<file path="src/rtl/sprite_shatter.sv">
// rtl/sprite_shatter.sv - parametrised fragment break-apart sprite; optional colour flicker via SHATTER_FLICKER_EN
module sprite_shatter #(
  parameter int          NUM_PARTS     = 6,
  parameter logic [11:0] COLOR         = 12'hF00,
  parameter int          PART_SIZE     = 8,
  parameter int          SCREEN_W      = 1024,
  parameter int          SCREEN_H      = 768,
  parameter int          KICK_VY       = 4,
  parameter int          GRAVITY       = 1,
  parameter int          GRAV_DIV      = 2,
  parameter int          MAX_VY        = 8,
  parameter logic [11:0] FLICKER_COLOR = 12'hFFF
) (
  input  logic        clk,
  input  logic        rst,
  input  logic [10:0] hcount_in,
  input  logic [9:0]  vcount_in,
  input  logic        valid_in,
  input  logic        trigger_in,
  input  logic [10:0] x_start_in,
  input  logic [9:0]  y_start_in,
  output logic        in_sprite,
  output logic [11:0] pixel_out,
  output logic        busy_out,
  output logic        done_out
);

  typedef enum logic [1:0] {S_IDLE, S_LOAD, S_RUN, S_DONE} state_t;

  localparam logic signed [12:0] SW_S    = 13'(SCREEN_W);
  localparam logic signed [12:0] SH_S    = 13'(SCREEN_H);
  localparam logic signed [12:0] PS_S    = 13'(PART_SIZE);
  localparam logic signed [12:0] KICK_S  = 13'(KICK_VY);
  localparam logic signed [12:0] GRAV_S  = 13'(GRAVITY);
  localparam logic signed [12:0] MAXVY_S = 13'(MAX_VY);
  localparam logic [3:0]         GDIV_M1 = 4'(GRAV_DIV - 1);

  state_t                 state_q;
  logic signed [12:0]     x_q [NUM_PARTS];
  logic signed [12:0]     y_q [NUM_PARTS];
  logic signed [12:0]     x_d [NUM_PARTS];
  logic signed [12:0]     y_d [NUM_PARTS];
  logic signed [12:0]     vy_q, vy_d, vy_sum;
  logic [NUM_PARTS-1:0]   alive_q, alive_d, hit;
  logic [3:0]             frame_cnt_q;
  logic                   in_sprite_q, busy_q, done_q;
  logic [11:0]            pixel_q, color_now;
  logic signed [12:0]     h_s, v_s;
  logic                   frame_tick, any_hit;

  assign frame_tick = valid_in && hcount_in == 11'd0 && vcount_in == 10'd0;
  assign h_s = {2'b00, hcount_in};
  assign v_s = {3'b000, vcount_in};

  // Horizontal velocity is a per-slot constant, so it never needs storage.
  function automatic logic signed [12:0] vx_of(input int i);
    return 13'(2 * i - (NUM_PARTS - 1));
  endfunction

  always_comb begin
    vy_sum = vy_q + GRAV_S;
    vy_d   = (vy_sum > MAXVY_S) ? MAXVY_S : vy_sum;
    for (int i = 0; i < NUM_PARTS; i++) begin
      x_d[i]     = x_q[i] + vx_of(i);
      y_d[i]     = y_q[i] + vy_q;
      alive_d[i] = alive_q[i] && !(x_d[i] < 13'sd0 || x_d[i] >= SW_S || y_d[i] >= SH_S);
      hit[i]     = alive_q[i] && (x_q[i] <= h_s) && (h_s < x_q[i] + PS_S)
                              && (y_q[i] <= v_s) && (v_s < y_q[i] + PS_S);
    end
  end

  assign any_hit = valid_in && (|hit);

  always_ff @(posedge clk) begin
    if (rst) begin
      state_q     <= S_IDLE;
      alive_q     <= '0;
      vy_q        <= '0;
      frame_cnt_q <= '0;
      in_sprite_q <= 1'b0;
      pixel_q     <= '0;
      busy_q      <= 1'b0;
      done_q      <= 1'b0;
      for (int i = 0; i < NUM_PARTS; i++) begin
        x_q[i] <= '0;
        y_q[i] <= '0;
      end
    end else begin
      done_q      <= 1'b0;
      in_sprite_q <= any_hit;
      pixel_q     <= any_hit ? color_now : 12'h000;
      case (state_q)
        S_IDLE: if (trigger_in) begin
          for (int i = 0; i < NUM_PARTS; i++) begin
            x_q[i] <= {2'b00, x_start_in};
            y_q[i] <= {3'b000, y_start_in};
          end
          busy_q  <= 1'b1;
          state_q <= S_LOAD;
        end
        S_LOAD: begin
          alive_q     <= {NUM_PARTS{1'b1}};
          vy_q        <= -KICK_S;
          frame_cnt_q <= '0;
          state_q     <= S_RUN;
        end
        S_RUN: if (frame_tick) begin
          for (int i = 0; i < NUM_PARTS; i++) begin
            if (alive_q[i]) begin
              x_q[i] <= x_d[i];
              y_q[i] <= y_d[i];
            end
          end
          alive_q <= alive_d;
          if (frame_cnt_q == GDIV_M1) begin
            vy_q        <= vy_d;
            frame_cnt_q <= '0;
          end else begin
            frame_cnt_q <= frame_cnt_q + 4'd1;
          end
          if (alive_d == '0) begin
            busy_q  <= 1'b0;
            done_q  <= 1'b1;
            state_q <= S_DONE;
          end
        end
        S_DONE: state_q <= S_IDLE;
        default: state_q <= S_IDLE;
      endcase
    end
  end

`ifdef SHATTER_FLICKER_EN
  logic [1:0] flick_cnt_q;
  logic       flick_sel_q;

  always_ff @(posedge clk) begin
    if (rst || state_q == S_LOAD) begin
      flick_cnt_q <= '0;
      flick_sel_q <= 1'b0;
    end else if (state_q == S_RUN && frame_tick) begin
      flick_cnt_q <= flick_cnt_q + 2'd1;
      if (flick_cnt_q == 2'd3) flick_sel_q <= ~flick_sel_q;
    end
  end

  assign color_now = flick_sel_q ? FLICKER_COLOR : COLOR;
`else
  assign color_now = COLOR;
`endif

  assign in_sprite = in_sprite_q;
  assign pixel_out = pixel_q;
  assign busy_out  = busy_q;
  assign done_out  = done_q;

endmodule

</file>
<file path="config.mk">
export PLATFORM = sky130hd
export DESIGN_NAME = sprite_shatter
export DESIGN_NICKNAME = d
export VERILOG_FILES = /design/src/rtl/sprite_shatter.sv
export SDC_FILE = /design/constraint.sdc
export NUM_CORES = 1
export LEC_CHECK = 0
export CORE_UTILIZATION = 39
export DETAILED_ROUTE_END_ITERATION = 8
export DONT_BUFFER_PORTS = 1
export PLACE_DENSITY = 0.64
export SYNTH_ARGS = -nofsm -noshare
export SYNTH_HDL_FRONTEND = slang
export SYNTH_SLANG_ARGS = --single-unit
</file>
<file path="constraint.sdc">
create_clock -name clk -period 5.1 [get_ports clk]
set_input_delay 1.02 -clock clk [delete_from_list [all_inputs] [get_ports clk]]
set_output_delay 1.02 -clock clk [all_outputs]
set_load 0.05 [all_outputs]
</file>
==> flow_summary_export.csv, run 1 <==
group,metric,value,unit
outcome,status,"completed",
floorplan,fp.dieH,227,µm
clocking,cts_hold_buf,0,
logic_synthesis,synth_top_area_cell,"edfxtp_1",
clocking,worstSkewPairLatency,0.47,ns
drt,drt_wl_total,62800,µm
drt,drc,0,
global_route,grt_usage,24.8,%
global_route,antenna_found_initial,0,
floorplan,fp.dieW,227,µm
critical_path,crit_buf_inv,1,
drt,wl_per_cell,21.3,µm
timing,fin_crit,4.18,ns
clocking,cts_max_path_buffers,2,
floorplan,core,50000,µm²
drt,viasPerCell,5.81,
logic_synthesis,ys_ff_latch,184,
clocking,postCtsSetupBuffers,0,
placement,dp_cells,2920,
timing,rsz0062_at_grt,"no",
placement,place.detailed.hpwl,48900,µm
layout,layout_commonest_cell,"ha_1",
clocking,htree_num_levels,4,
job,cap_violations,0,
placement,gp_congestion,0.928,
critical_path,rrSetupSlack,0.92,ns
logic_synthesis,synth_top_area_share,23.8,%
clocking,cts_root_buf,"clkbuf_16",
critical_path,critPathMaxFanout,13,
logic_synthesis,syn_inst,2289,
layout,antenna_cells,0,
logic_synthesis,synth_async_sr_flop_share,0,%
clocking,cts.clk_slew.worst_paths,0.07,ns
critical_path,slowest_delay,0.73,ns
drt,detail-route-antenna-nets,0,
logic_synthesis,synthMuxAreaShare,0.203,%
logic_synthesis,synthSimpleGateAreaFrac,18.3,%
global_route,grt_max_degree,33,
critical_path,required,5.47,ns
critical_path,worstSetupPathType,"flip-flop to flip-flop",
timing,maxSlewViolCount,0,
timing,slew_headroom,30.7,%
logic_synthesis,synth-compound-area-share,18.0,%
timing,tns,0,ns
logic_synthesis,netlist_area,19700,µm²
critical_path,crit_path_cell_trace,"inv_1, fa_1, nand2b_1, a21oi_1, nor3_2, or2_1, or3_1, o2111a_1, a32o_1, nor2_1, nand4b_2, a21o_4, a221oi_1",
global_route,grt_pass1_vias,16400,
logic_synthesis,avgSynthCellArea,8.61,µm²
drt,vias,17200,
timing,fin_skew,0.00996,ns
clocking,cts_tree,"built",
logic_synthesis,synth_top_family_by_area,"adder cells",
layout,syn_to_final_growth,7.05,%
critical_path,critical_path.top_delay_family,"simple AND/OR/NAND/NOR gates",
pwr,p_per_area,403,nW/µm²
timing,fmax,0.239,GHz
timing,worst_slew_pin_slew,1.03,ns
layout,drive_gt1_share,3.90,%
logic_synthesis,synthAdderAreaFrac,23.1,%
logic_synthesis,synthXorXnorAreaFrac,9.60,%
logic_synthesis,synth_cell_type_count,77,
timing,post-route-period-util,82.0,%
clocking,cts_sinks,184,
placement,portBuffers,0,
hold_path,min_path_type,"flip-flop to flip-flop",
logic_synthesis,ys_seq_area_share,26.6,%
logic_synthesis,ys.flop_type,"edfxtp_1",
clocking,cts_buffers,17,
critical_path,end_kind,"flip-flop",
floorplan,die_area,51400,µm²
critical_path,worstSetupStartpointType,"flip-flop",
logic_synthesis,synth-edff-count,156,
floorplan,pin_count,61,
pwr,leakagePower,8.97,nW
drt,dr.pass1.iters,8,
drt,drt_iter0_markers,1440,
logic_synthesis,yosys-top-cells-area,"edfxtp_1 (24%), ha_1 (23%), o21ai_0 (5.7%)",
global_route,grt_pass1_wl,95600,µm
clocking,cts_resized,0,
floorplan,start_util,39.4,%
pwr,peakVddDrop,0.247,mV
logic_synthesis,ys.warnings.count,0,
layout,final_cell_count_no_fill,2952,
layout,nNetsFinal,2674,
timing,setup_viol,0,
critical_path,slowest_stage,"dfxtp_1",
critical_path,crit_arrival,4.56,ns
layout,most-common-layout-cells,"ha_1 (355), o21ai_0 (223), nand2_1 (220), edfxtp_1 (156), a21oi_1 (144)",
timing,final_hold_viol_count,0,
global_route,grt.overflow.total,0,
floorplan,fp-row-count,82,
worst paths after layout:
check,cells past startpoint,start,end
worst max-delay path,13,vy_q[1]$_SDFFE_PP0P_,state_q[0]$_SDFFE_PP0P_
worst min-delay path,2,frame_cnt_q[3]$_SDFFE_PP0P_,frame_cnt_q[3]$_SDFFE_PP0P_
worst max register to register,13,vy_q[1]$_SDFFE_PP0P_,state_q[0]$_SDFFE_PP0P_
worst min register to register,2,frame_cnt_q[3]$_SDFFE_PP0P_,frame_cnt_q[3]$_SDFFE_PP0P_
metrics by stage:
step / area, µm² / hold slack, ns / power [W] / worst slack [ns] / util, %
global route: 21100 / 0.543 / 0.00913 / 0.642 / 42.2
global placement: 20500 / 0.461 / 0.00683 / 0.704 / 41.0
finish: 21100 / 0.498 / 0.00850 / 0.917 / 42.2
floorplan: 19700 / 0.458 / 0.00574 / 1.31 / -
detailed placement: 20500 / 0.487 / 0.00699 / 0.637 / 41.0
CTS: 21100 / 0.498 / 0.00844 / 0.921 / 42.2
flip-flops by register name (all words and copies together), names as in the netlist:
signal / count
alive_q: 6
busy_out: 1
done_out: 1
frame_cnt_q: 4
pixel_out: 1
state_q: 2
vy_q: 13
x_q: 78
y_q: 78
worst register-to-register path, delay by kind of cell, from the launching register on:
kind            cells  cell delay, ns
compound gates      5            1.25
fa+ha+maj           1            0.52
simple gates        6            1.31
buf+inv             1            0.28
flops               1            0.73
where the power goes:
part           switching (W)  internal [W]  total, W
combinational        0.00247       0.00177   0.00423
clock               0.000659      0.000771   0.00143
sequential          0.000751       0.00209   0.00284
cell families (layout without fill, tap and decap cells):
kind of cell / Yosys count / count (layout)
compound gates: 585 / 585
xor+xnor: 216 / 216
fa+ha+maj: 361 / 361
buf+inv: 202 / 186
flops: 184 / 184
mux: 4 / 4
other cells: 1 / 8
simple gates: 736 / 736
layout make-up:
class / count / area (µm²)
tap: 672 / 841
timing repair buffer: 36 / 270
clock buffer: 25 / 561
inverter: 118 / 443
sequential: 184 / 5250
clock inverter: 7 / 50.0
fill: 4966 / 28900
multi-input combinational: 1910 / 13700
Yosys cell counts (all sizes together) (34+ instances only):
master  instances
nor3           54
xnor2         121
nand2         220
edfxtp        156
clkbuf         63
inv           118
nand3         110
and3           38
xor2           95
o21ai         230
a21oi         144
a21o           51
nand4          37
ha            355
nor2b          39
nor2          124
nand2b         34
per-layer routing:
metal / track usage (%) / vias to the layer above / wire length (µm)
li1: - / 8286 / -
met1: 31.9 / 8148 / 27500
met2: 40.7 / 598 / 28500
met3: 4.91 / 118 / 4500
met4: 9.48 / 0 / 2250
met5: 0 / - / 0
(Power assumes the default switching activity.)
==> inputs of run 2 (changes only) <==
==> constraint.sdc (replaced) <==
create_clock -name clk -period 4.2 [get_ports clk]
set_input_delay 0.84 -clock clk [delete_from_list [all_inputs] [get_ports clk]]
set_output_delay 0.84 -clock clk [all_outputs]
set_load 0.05 [all_outputs]
==> flow_summary_export.csv, run 2 (synthesis gave the netlist of run 1 again) <==
group,metric,value,unit
outcome,status,"completed",
floorplan,fp-row-count,82,
critical_path,required,4.59,ns
timing,fin_crit,3.83,ns
drt,viasPerCell,5.82,
floorplan,fp.dieH,227,µm
critical_path,worstSetupStartpointType,"flip-flop",
placement,place.detailed.hpwl,47700,µm
drt,drt_wl_total,61600,µm
placement,gp_congestion,0.945,
critical_path,critPathMaxFanout,10,
drt,detail-route-antenna-nets,0,
layout,syn_to_final_growth,7.68,%
layout,antenna_cells,0,
global_route,grt_max_degree,37,
timing,setup_viol,0,
clocking,cts_buffers,17,
layout,layout_commonest_cell,"ha_1",
timing,slew_headroom,51.3,%
job,cap_violations,0,
global_route,grt.overflow.total,0,
clocking,worstSkewPairLatency,0.48,ns
timing,fin_hold_ws,0.414,ns
clocking,cts_root_buf,"clkbuf_16",
critical_path,worstSetupPathType,"flip-flop to flip-flop",
critical_path,end_kind,"flip-flop",
clocking,cts_max_path_buffers,2,
timing,post-route-period-util,91.2,%
pwr,peakVddDrop,0.347,mV
floorplan,die_area,51400,µm²
timing,fmax,0.261,GHz
clocking,postCtsSetupBuffers,0,
layout,fillCellCount,4912,
placement,portBuffers,0,
floorplan,core,50000,µm²
layout,seqCellArea,5250,µm²
critical_path,rrSetupSlack,0.37,ns
timing,tns,0,ns
clocking,cts_hold_buf,0,
timing,worst_slew_pin_slew,0.730,ns
critical_path,slowest_stage,"o31ai_2",
critical_path,crit_path_cell_trace,"buf_4, ha_1, fa_1, a211oi_1, o21ai_1, o31ai_2, o21ai_0, xnor2_1, o41ai_1, nand4_1, nand2_1, nand4b_2, a21o_4, a221oi_1",
clocking,cts_sinks,184,
hold_path,hp-start,"rst",
clocking,htree_num_levels,4,
global_route,grt_pass1_wl,94800,µm
drt,wl_per_cell,20.8,µm
timing,maxSlewViolCount,0,
timing,fin_skew,0.0138,ns
clocking,cts_tree,"built",
floorplan,start_util,39.4,%
hold_path,whs_endpoint,"frame_cnt_q[3]$_SDFFE_PP0P_",
critical_path,setup.worst_path.start,"vy_q[0]$_SDFFE_PP0P_",
drt,vias,17300,
drt,dr.pass1.iters,6,
drt,drc,0,
critical_path,slowest_delay,0.45,ns
global_route,grt_usage,24.4,%
pwr,p_total,0.0103,W
critical_path,crit_buf_inv,1,
floorplan,fp.dieW,227,µm
clocking,cts_resized,0,
layout,nNetsFinal,2687,
layout,multiInputGateArea,13700,µm²
hold_path,min_path_type,"input port to flip-flop",
hold_path,min_path_cells,1,
pwr,p_per_area,487,nW/µm²
global_route,grt_pass1_vias,16200,
critical_path,crit_arrival,4.22,ns
layout,drive_gt1_share,4.54,%
pwr,leakagePower,9.03,nW
critical_path,regToRegStartpoint,"vy_q[0]$_SDFFE_PP0P_",
critical_path,rr_worst_depth,14,
global_route,antenna_found_initial,0,
timing,rsz0062_at_grt,"no",
floorplan,pin_count,61,
critical_path,critical_path.top_delay_family,"compound AO/OA/AOI/OAI gates",
clocking,cts.clk_slew.worst_paths,0.08,ns
timing,final_hold_viol_count,0,
drt,drt_iter0_markers,1719,
layout,most-common-layout-cells,"ha_1 (355), o21ai_0 (223), nand2_1 (220), edfxtp_1 (156), a21oi_1 (144)",
critical_path,worstReg2RegEnd,"state_q[0]$_SDFFE_PP0P_",
layout,top_regs,"x_q: 78 flops, y_q: 78 flops, vy_q: 13 flops",
run 2: per-layer routing:
metal	up-vias	global-route usage, %	routed length, µm
met5	-	0	0
met4	0	9.07	2180
met2	647	38.5	27300
li1	8325	-	-
met3	122	4.37	4270
met1	8159	33.1	27800
run 2: stage by stage:
step | util, % | setup WS (ns) | cells | area, µm²
6_report | 42.5 | 0.372 | 2965 | 21200
4_1_cts | 42.5 | 0.441 | 2965 | 21200
3_3_place_gp | 41.2 | 0.536 | 2933 | 20600
2_1_floorplan | - | 0.592 | 2296 | 19700
5_1_grt | 42.5 | 0.110 | 2965 | 21200
3_5_place_dp | 41.2 | 0.468 | 2933 | 20600
run 2: worst max path at each step:
| stage | to | cells past startpoint | slack, ns |
|---|---|---|---|
| 2_1_floorplan | x_q[0][0]$_SDFFCE_PN0P_ | 9 | 0.59 |
| 3_3_place_gp | x_q[0][0]$_SDFFCE_PN0P_ | 10 | 0.54 |
| 3_5_place_dp | state_q[0]$_SDFFE_PP0P_ | 14 | 0.47 |
| 4_1_cts | state_q[0]$_SDFFE_PP0P_ | 14 | 0.44 |
| 5_1_grt | state_q[0]$_SDFFE_PP0P_ | 14 | 0.11 |
| 6_report | state_q[0]$_SDFFE_PP0P_ | 14 | 0.37 |
run 2: worst reg2reg max path: stages, from the launching register on:
cell      delay, ns
dfxtp_1        0.32
buf_4          0.18
ha_1           0.24
fa_1           0.44
a211oi_1       0.24
o21ai_1        0.14
o31ai_2        0.45
o21ai_0        0.21
xnor2_1        0.24
o41ai_1        0.12
nand4_1        0.13
nand2_1        0.12
nand4b_2       0.35
a21o_4         0.30
a221oi_1       0.24
run 2: power by group:
part           internal (W)  switching, W
Clock              0.000957      0.000837
Combinational       0.00217       0.00299
Sequential          0.00253      0.000849
Total               0.00566       0.00467
run 2: cell type report:
cell class,instances,area share (%)
clock inverter,14,0.808
multi-input combinational,1910,64.5
tap,672,3.96
sequential,184,24.7
timing repair buffer,49,1.85
inverter,118,2.09
clock buffer,18,2.07
